[src/rtl/ext_int_arbiter_if.sv]
// CPU-side interrupt handshake bundle for ext_int_arbiter: request/id/in-service
// from the arbiter, ack/done from the core's interrupt entry logic.
interface ext_int_arbiter_if #(
  parameter int unsigned N_SRC = 4
);
  localparam int unsigned ID_W = $clog2(N_SRC);

  logic            int_req;
  logic [ID_W-1:0] int_id;
  logic            in_service;
  logic            int_ack;
  logic            int_done;

  modport master (
    output int_req,
    output int_id,
    output in_service,
    input  int_ack,
    input  int_done
  );

  modport slave (
    input  int_req,
    input  int_id,
    input  in_service,
    output int_ack,
    output int_done
  );
endinterface

[src/rtl/ext_int_arbiter.sv]
// External interrupt arbiter: latches source pulses into a pending register and
// serves one at a time. Define EXT_INT_ROUND_ROBIN_EN for rotating priority.
module ext_int_arbiter #(
  parameter int unsigned N_SRC = 4
) (
  input  logic             clk,
  input  logic             rst_n,
  input  logic [N_SRC-1:0] src_pulse,
  input  logic [N_SRC-1:0] src_mask,
  input  logic             gie,
  output logic [N_SRC-1:0] pending,
  ext_int_arbiter_if.master cpu
);
  localparam int unsigned ID_W = $clog2(N_SRC);

  typedef enum logic [1:0] {
    IDLE    = 2'd0,
    REQ     = 2'd1,
    SERVICE = 2'd2
  } state_t;

  state_t           state, state_nxt;
  logic             int_req_q, int_req_nxt;
  logic [ID_W-1:0]  int_id_q, int_id_nxt;
  logic             in_service_q, in_service_nxt;
  logic [N_SRC-1:0] pending_q, pending_nxt;
  logic [N_SRC-1:0] eligible;
  logic [N_SRC-1:0] clr;
  logic             sel_found;
  logic [ID_W-1:0]  sel_id;
  logic [ID_W-1:0]  search_start;

  assign eligible = pending_q & src_mask;

`ifdef EXT_INT_ROUND_ROBIN_EN
  logic [ID_W-1:0] rr_ptr, rr_ptr_nxt;

  // Search begins just after the last granted source, wrapping at N_SRC.
  always_comb begin
    if (rr_ptr == ID_W'(N_SRC - 1)) search_start = '0;
    else                            search_start = rr_ptr + ID_W'(1);
  end
`else
  assign search_start = '0;
`endif

  // First eligible source in search order, starting at search_start.
  always_comb begin
    int unsigned idx;
    idx       = 0;
    sel_found = 1'b0;
    sel_id    = '0;
    for (int unsigned k = 0; k < N_SRC; k++) begin
      idx = (32'(search_start) + k) % N_SRC;
      if (!sel_found && eligible[ID_W'(idx)]) begin
        sel_found = 1'b1;
        sel_id    = ID_W'(idx);
      end
    end
  end

  // Next-state and registered-output logic; only the handshake input that
  // matches the current state is acted on.
  always_comb begin
    state_nxt      = state;
    int_req_nxt    = int_req_q;
    int_id_nxt     = int_id_q;
    in_service_nxt = in_service_q;
    clr            = '0;
`ifdef EXT_INT_ROUND_ROBIN_EN
    rr_ptr_nxt     = rr_ptr;
`endif
    case (state)
      IDLE: begin
        if (gie && sel_found) begin
          state_nxt   = REQ;
          int_req_nxt = 1'b1;
          int_id_nxt  = sel_id;
        end
      end
      REQ: begin
        if (cpu.int_ack) begin
          state_nxt      = SERVICE;
          int_req_nxt    = 1'b0;
          in_service_nxt = 1'b1;
          clr[int_id_q]  = 1'b1;
`ifdef EXT_INT_ROUND_ROBIN_EN
          rr_ptr_nxt     = int_id_q;
`endif
        end
      end
      SERVICE: begin
        if (cpu.int_done) begin
          state_nxt      = IDLE;
          in_service_nxt = 1'b0;
        end
      end
      default: state_nxt = IDLE;
    endcase
    // A new pulse overrides a same-cycle acceptance clear.
    pending_nxt = (pending_q & ~clr) | (src_pulse & src_mask);
  end

  always_ff @(posedge clk or negedge rst_n) begin
    if (!rst_n) begin
      state        <= IDLE;
      int_req_q    <= 1'b0;
      int_id_q     <= '0;
      in_service_q <= 1'b0;
      pending_q    <= '0;
`ifdef EXT_INT_ROUND_ROBIN_EN
      rr_ptr       <= ID_W'(N_SRC - 1);
`endif
    end else begin
      state        <= state_nxt;
      int_req_q    <= int_req_nxt;
      int_id_q     <= int_id_nxt;
      in_service_q <= in_service_nxt;
      pending_q    <= pending_nxt;
`ifdef EXT_INT_ROUND_ROBIN_EN
      rr_ptr       <= rr_ptr_nxt;
`endif
    end
  end

  assign cpu.int_req    = int_req_q;
  assign cpu.int_id     = int_id_q;
  assign cpu.in_service = in_service_q;
  assign pending        = pending_q;
endmodule

[src/flat_wrapper.sv]
// flat-port wrapper written by rule: the top's interface ports become plain ports
module ext_int_arbiter_flat 
#(
  parameter int unsigned N_SRC = 4
)
  (clk, rst_n, src_pulse, src_mask, gie, pending, cpu_int_req, cpu_int_id, cpu_in_service, cpu_int_ack, cpu_int_done);
  ext_int_arbiter_if #(.N_SRC(N_SRC)) cpu_i ();
  input  logic clk;
  input  logic rst_n;
  input  logic [N_SRC-1:0] src_pulse;
  input  logic [N_SRC-1:0] src_mask;
  input  logic gie;
  output logic [N_SRC-1:0] pending;
  output wire logic [$bits(cpu_i.int_req)-1:0] cpu_int_req;
  output wire logic [$bits(cpu_i.int_id)-1:0] cpu_int_id;
  output wire logic [$bits(cpu_i.in_service)-1:0] cpu_in_service;
  input wire logic [$bits(cpu_i.int_ack)-1:0] cpu_int_ack;
  input wire logic [$bits(cpu_i.int_done)-1:0] cpu_int_done;
  assign cpu_int_req = cpu_i.int_req;
  assign cpu_int_id = cpu_i.int_id;
  assign cpu_in_service = cpu_i.in_service;
  assign cpu_i.int_ack = cpu_int_ack;
  assign cpu_i.int_done = cpu_int_done;
  ext_int_arbiter #(.N_SRC(N_SRC)) u_core (.clk(clk), .rst_n(rst_n), .src_pulse(src_pulse), .src_mask(src_mask), .gie(gie), .pending(pending), .cpu(cpu_i));
endmodule
[config.mk]
export PLATFORM = sky130hd
export DESIGN_NAME = ext_int_arbiter_flat
export DESIGN_NICKNAME = d
export VERILOG_FILES = /design/src/rtl/ext_int_arbiter_if.sv /design/src/rtl/ext_int_arbiter.sv /design/src/flat_wrapper.sv
export SDC_FILE = /design/constraint.sdc
export NUM_CORES = 1
export LEC_CHECK = 0
export BUFFER_PORTS_ARGS = -buffer_cell sky130_fd_sc_hd__buf_2
export CORE_UTILIZATION = 33
export DETAILED_ROUTE_END_ITERATION = 16
export PLACE_DENSITY_LB_ADDON = 0.3
export REMOVE_ABC_BUFFERS = 1
export SKIP_CTS_REPAIR_TIMING = 1
export SYNTH_ARGS = -nofsm -noshare
export SYNTH_HDL_FRONTEND = slang
export SYNTH_SLANG_ARGS = --single-unit
[constraint.sdc]
create_clock -name clk -period 1.45 [get_ports clk]
set_input_delay 0 -clock clk [delete_from_list [all_inputs] [get_ports clk]]
set_output_delay 0 -clock clk [all_outputs]
set_load 0.01 [all_outputs]
Word level (Yosys, flattened, before mapping)

Index checks and enable logic that the tools add are counted.

Reduce and logical (&&, ||, !) cells: 15
Add/subtract/negate cells: 0
Multiply operators: 0
Bitwise operators: 5
Mux-type cells: 21
Div/mod/pow operators: 0
Equal/unequal tests: 5
Shift operators: 0
Order comparisons: 2

Operators by type and width:

| operator                                                                     | count |
|---|---|
| 4-bit bitwise AND                                                            | 3 |
| 1-bit two-way mux                                                            | 10 |
| 2-bit two-way mux                                                            | 5 |
| 3-bit AND reduction                                                          | 3 |
| 4-bit two-way mux                                                            | 2 |
| 2-bit one-hot mux with 3 select lines                                        | 1 |
| 1-bit logical AND                                                            | 5 |
| 2-bit != test, second input constant                                         | 2 |
| 4-bit inverter                                                               | 1 |
| 4-bit bitwise OR                                                             | 1 |
| 1-bit one-hot mux with 2 select lines                                        | 2 |
| 2-bit nonzero test                                                           | 2 |
| 1-bit zero test                                                              | 3 |
| 2-bit by 3-bit less-than comparator with 1-bit output, second input constant | 1 |
| 1-bit demux with 2-bit select                                                | 1 |
| 2-bit by 1-bit equality test with 1-bit output, second input constant        | 1 |
| 2-bit equality test, second input constant                                   | 1 |
| 2-bit by 1-bit >= comparator with 1-bit output, second input constant        | 1 |
| 2-bit zero test                                                              | 1 |
| 2-bit by 1-bit != test with 1-bit output, second input constant              | 1 |
| 2-bit AND reduction                                                          | 1 |

Register bits after elaboration: 10
Bits in read-only memories: 0
Input port bits: 13
Output and inout bits: 8
Memories: 0
Bits in latches: 0
Bits in writable memories: 0

Longest topological paths before layout

Word-level depth: 14
Depth in mapped cells: 4

Worst setup path after synthesis

OpenSTA, ideal clock, no wires.

Path type: reg-to-reg
Start: register u_core.state[1]
End: register u_core.pending_q[1] (netlist: u_core.pending[1])
Arrival time: 1.184 ns
Buffers on the path: 1
Period minus slack after synthesis: 1.305 ns
Setup slack: 0.145 ns
Stages on the path, launching flop included: 4
Path through: dfrtp_1 > clkbuf_1 > or4b_1 > a22o_1

Longest elaborated chain between the ends: 5

RTL lines:

| element                                        | RTL line               | RTL |
|---|---|---|
| start: declaration                             | ext_int_arbiter.sv:22  | `state_t state, state_nxt;` |
| start signal: assignment                       | ext_int_arbiter.sv:115 | `state <= state_nxt;` |
| 2-bit by 1-bit equality test with 1-bit output | ext_int_arbiter.sv:73  | `case (state)` |
| 4-bit two-way mux                              | ext_int_arbiter.sv:73  |  |
| 4-bit inverter                                 | ext_int_arbiter.sv:101 | `pending_nxt = (pending_q & ~clr) \| (src_pulse & src_mask);` |
| 4-bit bitwise AND                              | ext_int_arbiter.sv:101 |  |
| 4-bit bitwise OR                               | ext_int_arbiter.sv:101 |  |
| named net u_core.pending_nxt[1]                | ext_int_arbiter.sv:26  | `logic [N_SRC-1:0] pending_q, pending_nxt;` |
| end signal: assignment                         | ext_int_arbiter.sv:119 | `pending_q <= pending_nxt;` |
| end: declaration                               | ext_int_arbiter.sv:26  |  |

The timed path passes the listed nets, and every way through them passes these cells.
A chain may end at the register's enable or synchronous reset.

Worst setup path in the final report

Start: register u_core.state[0]
End: register u_core.pending_q[2] (netlist: u_core.pending[2])

Same word-level chain as after synthesis.

==> metrics.md <==
| Metric | Value |
|---|---|
| Final Total Pwr | roughly 1.2 mW |
| Clk_lat worst skew | 260 ps |
| Die width | 39.8 µm |
| CTS Buf Count | 3 |
| Syn Std Cell Area | 470 µm² |
| Total global routing overflow | 0 |
| Peak supply drop | 0.903 mV |
| Core area | about 1300 µm² |
| Max Freq | approximately 0.75 GHz |
| Commonest non-fill, non-tap cells in the layout | buf_2, dfrtp_1, dlygate4sd3_1 |
| Clock tree buffer depth | 2 |
| Final Max Tran Viols | 0 |
| Share of the synthesized area in the top cell type | 53.2% |
| HPWL after DPL | between 700 and 800 µm |
| Critical Path End Type | flip-flop |
| Sequential area share after synthesis | a little over half |
| Met2 WL | ~510 µm |
| Site Rows | 13 |
| WL final | about 1100 µm |
| CTS clk-pin slew, worst paths | around 70 ps |
| Htree depth | 1 |
| Critical Path RT | about 1600 ps |
| Netlist cell types | 19 |
| Residual DRC | 0 |
| HP Class | primary input to flip-flop |
| CTS root buffer | clkbuf_4 |
| Global-route wire length before repair | about 1600 µm |
| Global Route Usage Sum | approximately 16% |
| Layout Area Growth over Synthesis | 44.4% |
| Avg Cell Area, Syn | 10.7 µm² |
| WS Path Type | flip-flop to flip-flop |
| Slew HR | about 78% |
| Final nets | between 80 and 90 |
| Vias per cell | 5.14 |
| Hold WS | -30.7 ps |
| DRT met1 WL | just under 500 µm |
| Top cells by area, synth | dfrtp_1, a22o_1, a21oi_1 |
| Initial antenna violation count | 0 |
| DR iter-0 viols | 4 |
| FFs w/ async S/R, synth | 100% |
| Maxcap violations | 0 |
| Final Util | 51.6% |
| Cell count after synthesis | 44 |
| Max layer used | met4 |
| Setup TNS Final | 0 ps |
| Failing checks | negative hold slack |
| Port bufs | 20 |
| RSZ-0062 raised after global routing | false |
| CTS Sinks | 10 |
| Crit path time final | approximately 1300 ps |
| Reg2reg start | u_core.state[0]$_DFFE_PN0P_ |
| Met3 wire len | around 31 µm |
| Final Setup Violations | 0 |
| DR pass1 iterations | 3 |
| Most common cell after layout, fill and taps aside | buf_2 |
| Worst-margin pin slew | ~330 ps |
| Final worst clock skew | around 3.8 ps |
| Final Hold Fails | 1 |
| Critical Path Fanout Max | 7 |
| PD cells | about 1800 nW/µm² |
| Setup crit start | u_core.state[0]$_DFFE_PN0P_ |
| Die ar. | 1580 µm² |
| Filler cells | 116 |
| Vias in the first global route | 349 |
| Die Height | about 40 µm |
| Crit path DAT | between 1000 and 1500 ps |
| Final Wtd Congestion | approximately 0.8 |
| Number of diodes | 0 |
| Post-synthesis register bit count | 10 |
| Num ports | 21 |
| Share of post-route cells with drive strength above 1 | between 30% and 40% |
| Yosys warning count | 0 |
| Status | finished with violations |
| Starting density of the core | between 30% and 40% |
| Static Leakage | 0.315 nW |
| Vias | 452 |
| Synth area leader | dfrtp_1 |
| Post-route antenna net violation count | 0 |
| WL/cell | roughly 12 µm |
| Post-synth EDFFs | 0 |
| CTS tree | done |
| Final critical-path share of the clock period | between 90% and 100% |
| Largest net degree at the start of global routing | 11 |
| Worst setup SP type | flip-flop |
| Hold path startpoint | src_mask[0] |
| Prevailing post-synth register cell | dfrtp_1 |
per-stage QoR:
step	hold WS, ps	instance area (µm²)	std cells	setup WS (ps)
after detailed placement	-125	593	79	117
final	-30.7	679	88	111
after global routing	2.86	679	88	27.8
after floorplan	-296	467	43	192
after CTS	-413	629	83	97.7
after global placement	-128	593	79	149
logic make-up (layout without fill, tap and decap cells):
| kind of cell | count (synthesis) | count (layout) | synth area share [%] |
|---|---|---|---|
| DFF | 10 | 10 | 53.2 |
| AOI/OAI and AO/OA | 18 | 18 | 26.9 |
| and+or+nand+nor | 14 | 14 | 18.4 |
| buffers and inverters | 2 | 31 | 1.59 |
worst paths after layout:
path	endpoint	slack (ps)	cells past startpoint
worst max register to register	u_core.pending[2]$_DFF_PN0_	110	3
worst min-delay path	u_core.pending[0]$_DFF_PN0_	-30	3
min in group asynchronous	u_core.pending[0]$_DFF_PN0_	120	2
worst max-delay path	u_core.pending[2]$_DFF_PN0_	110	3
worst min register to register	u_core.cpu.int_req$_DFFE_PN0P_	520	2
max in group asynchronous	u_core.state[1]$_DFFE_PN0P_	1140	2
registers in the layout, summed over array words and instances, names as in the netlist:
register / cells
u_core.state: 2
u_core.cpu.in_service: 1
u_core.cpu.int_id: 2
u_core.pending: 4
u_core.cpu.int_req: 1
area by class of cell:
cell class	instances	area, µm²	area share [%]
clock buffer	4	36.3	5.34
inverter	1	3.75	0.552
multi-input combinational	32	213	31.3
timing repair buffer	26	158	23.2
tap	15	18.8	2.76
sequential	10	250	36.8
report_power, final:
group / internal, mW / total (mW) / switching [mW]
clock: 0.152 / 0.250 / 0.0975
sequential: 0.396 / 0.534 / 0.138
combinational: 0.231 / 0.435 / 0.204
total: 0.780 / 1.22 / 0.439
cell usage after synthesis (2+ instances only):
cell,number
dfrtp_1,10
a21oi_1,4
a22o_1,4
nand2_1,4
o21ai_0,4
nor2_1,3
a22oi_1,2
or4b_1,2
per-layer routing:
metal | global-route usage [%] | vias to the layer above
met5 | 0 | -
met4 | 12.9 | 0
met3 | 3.98 | 4
met2 | 21.3 | 7
met1 | 21.8 | 210
li1 | - | 231
worst max-delay path, cell delays in order (launching register included):
cell and delay [ps]:
dfrtp_1 460, nand2_2 120, or4b_1 470, a22o_1 190
Note: power is estimated with default switching activity, not from simulation.
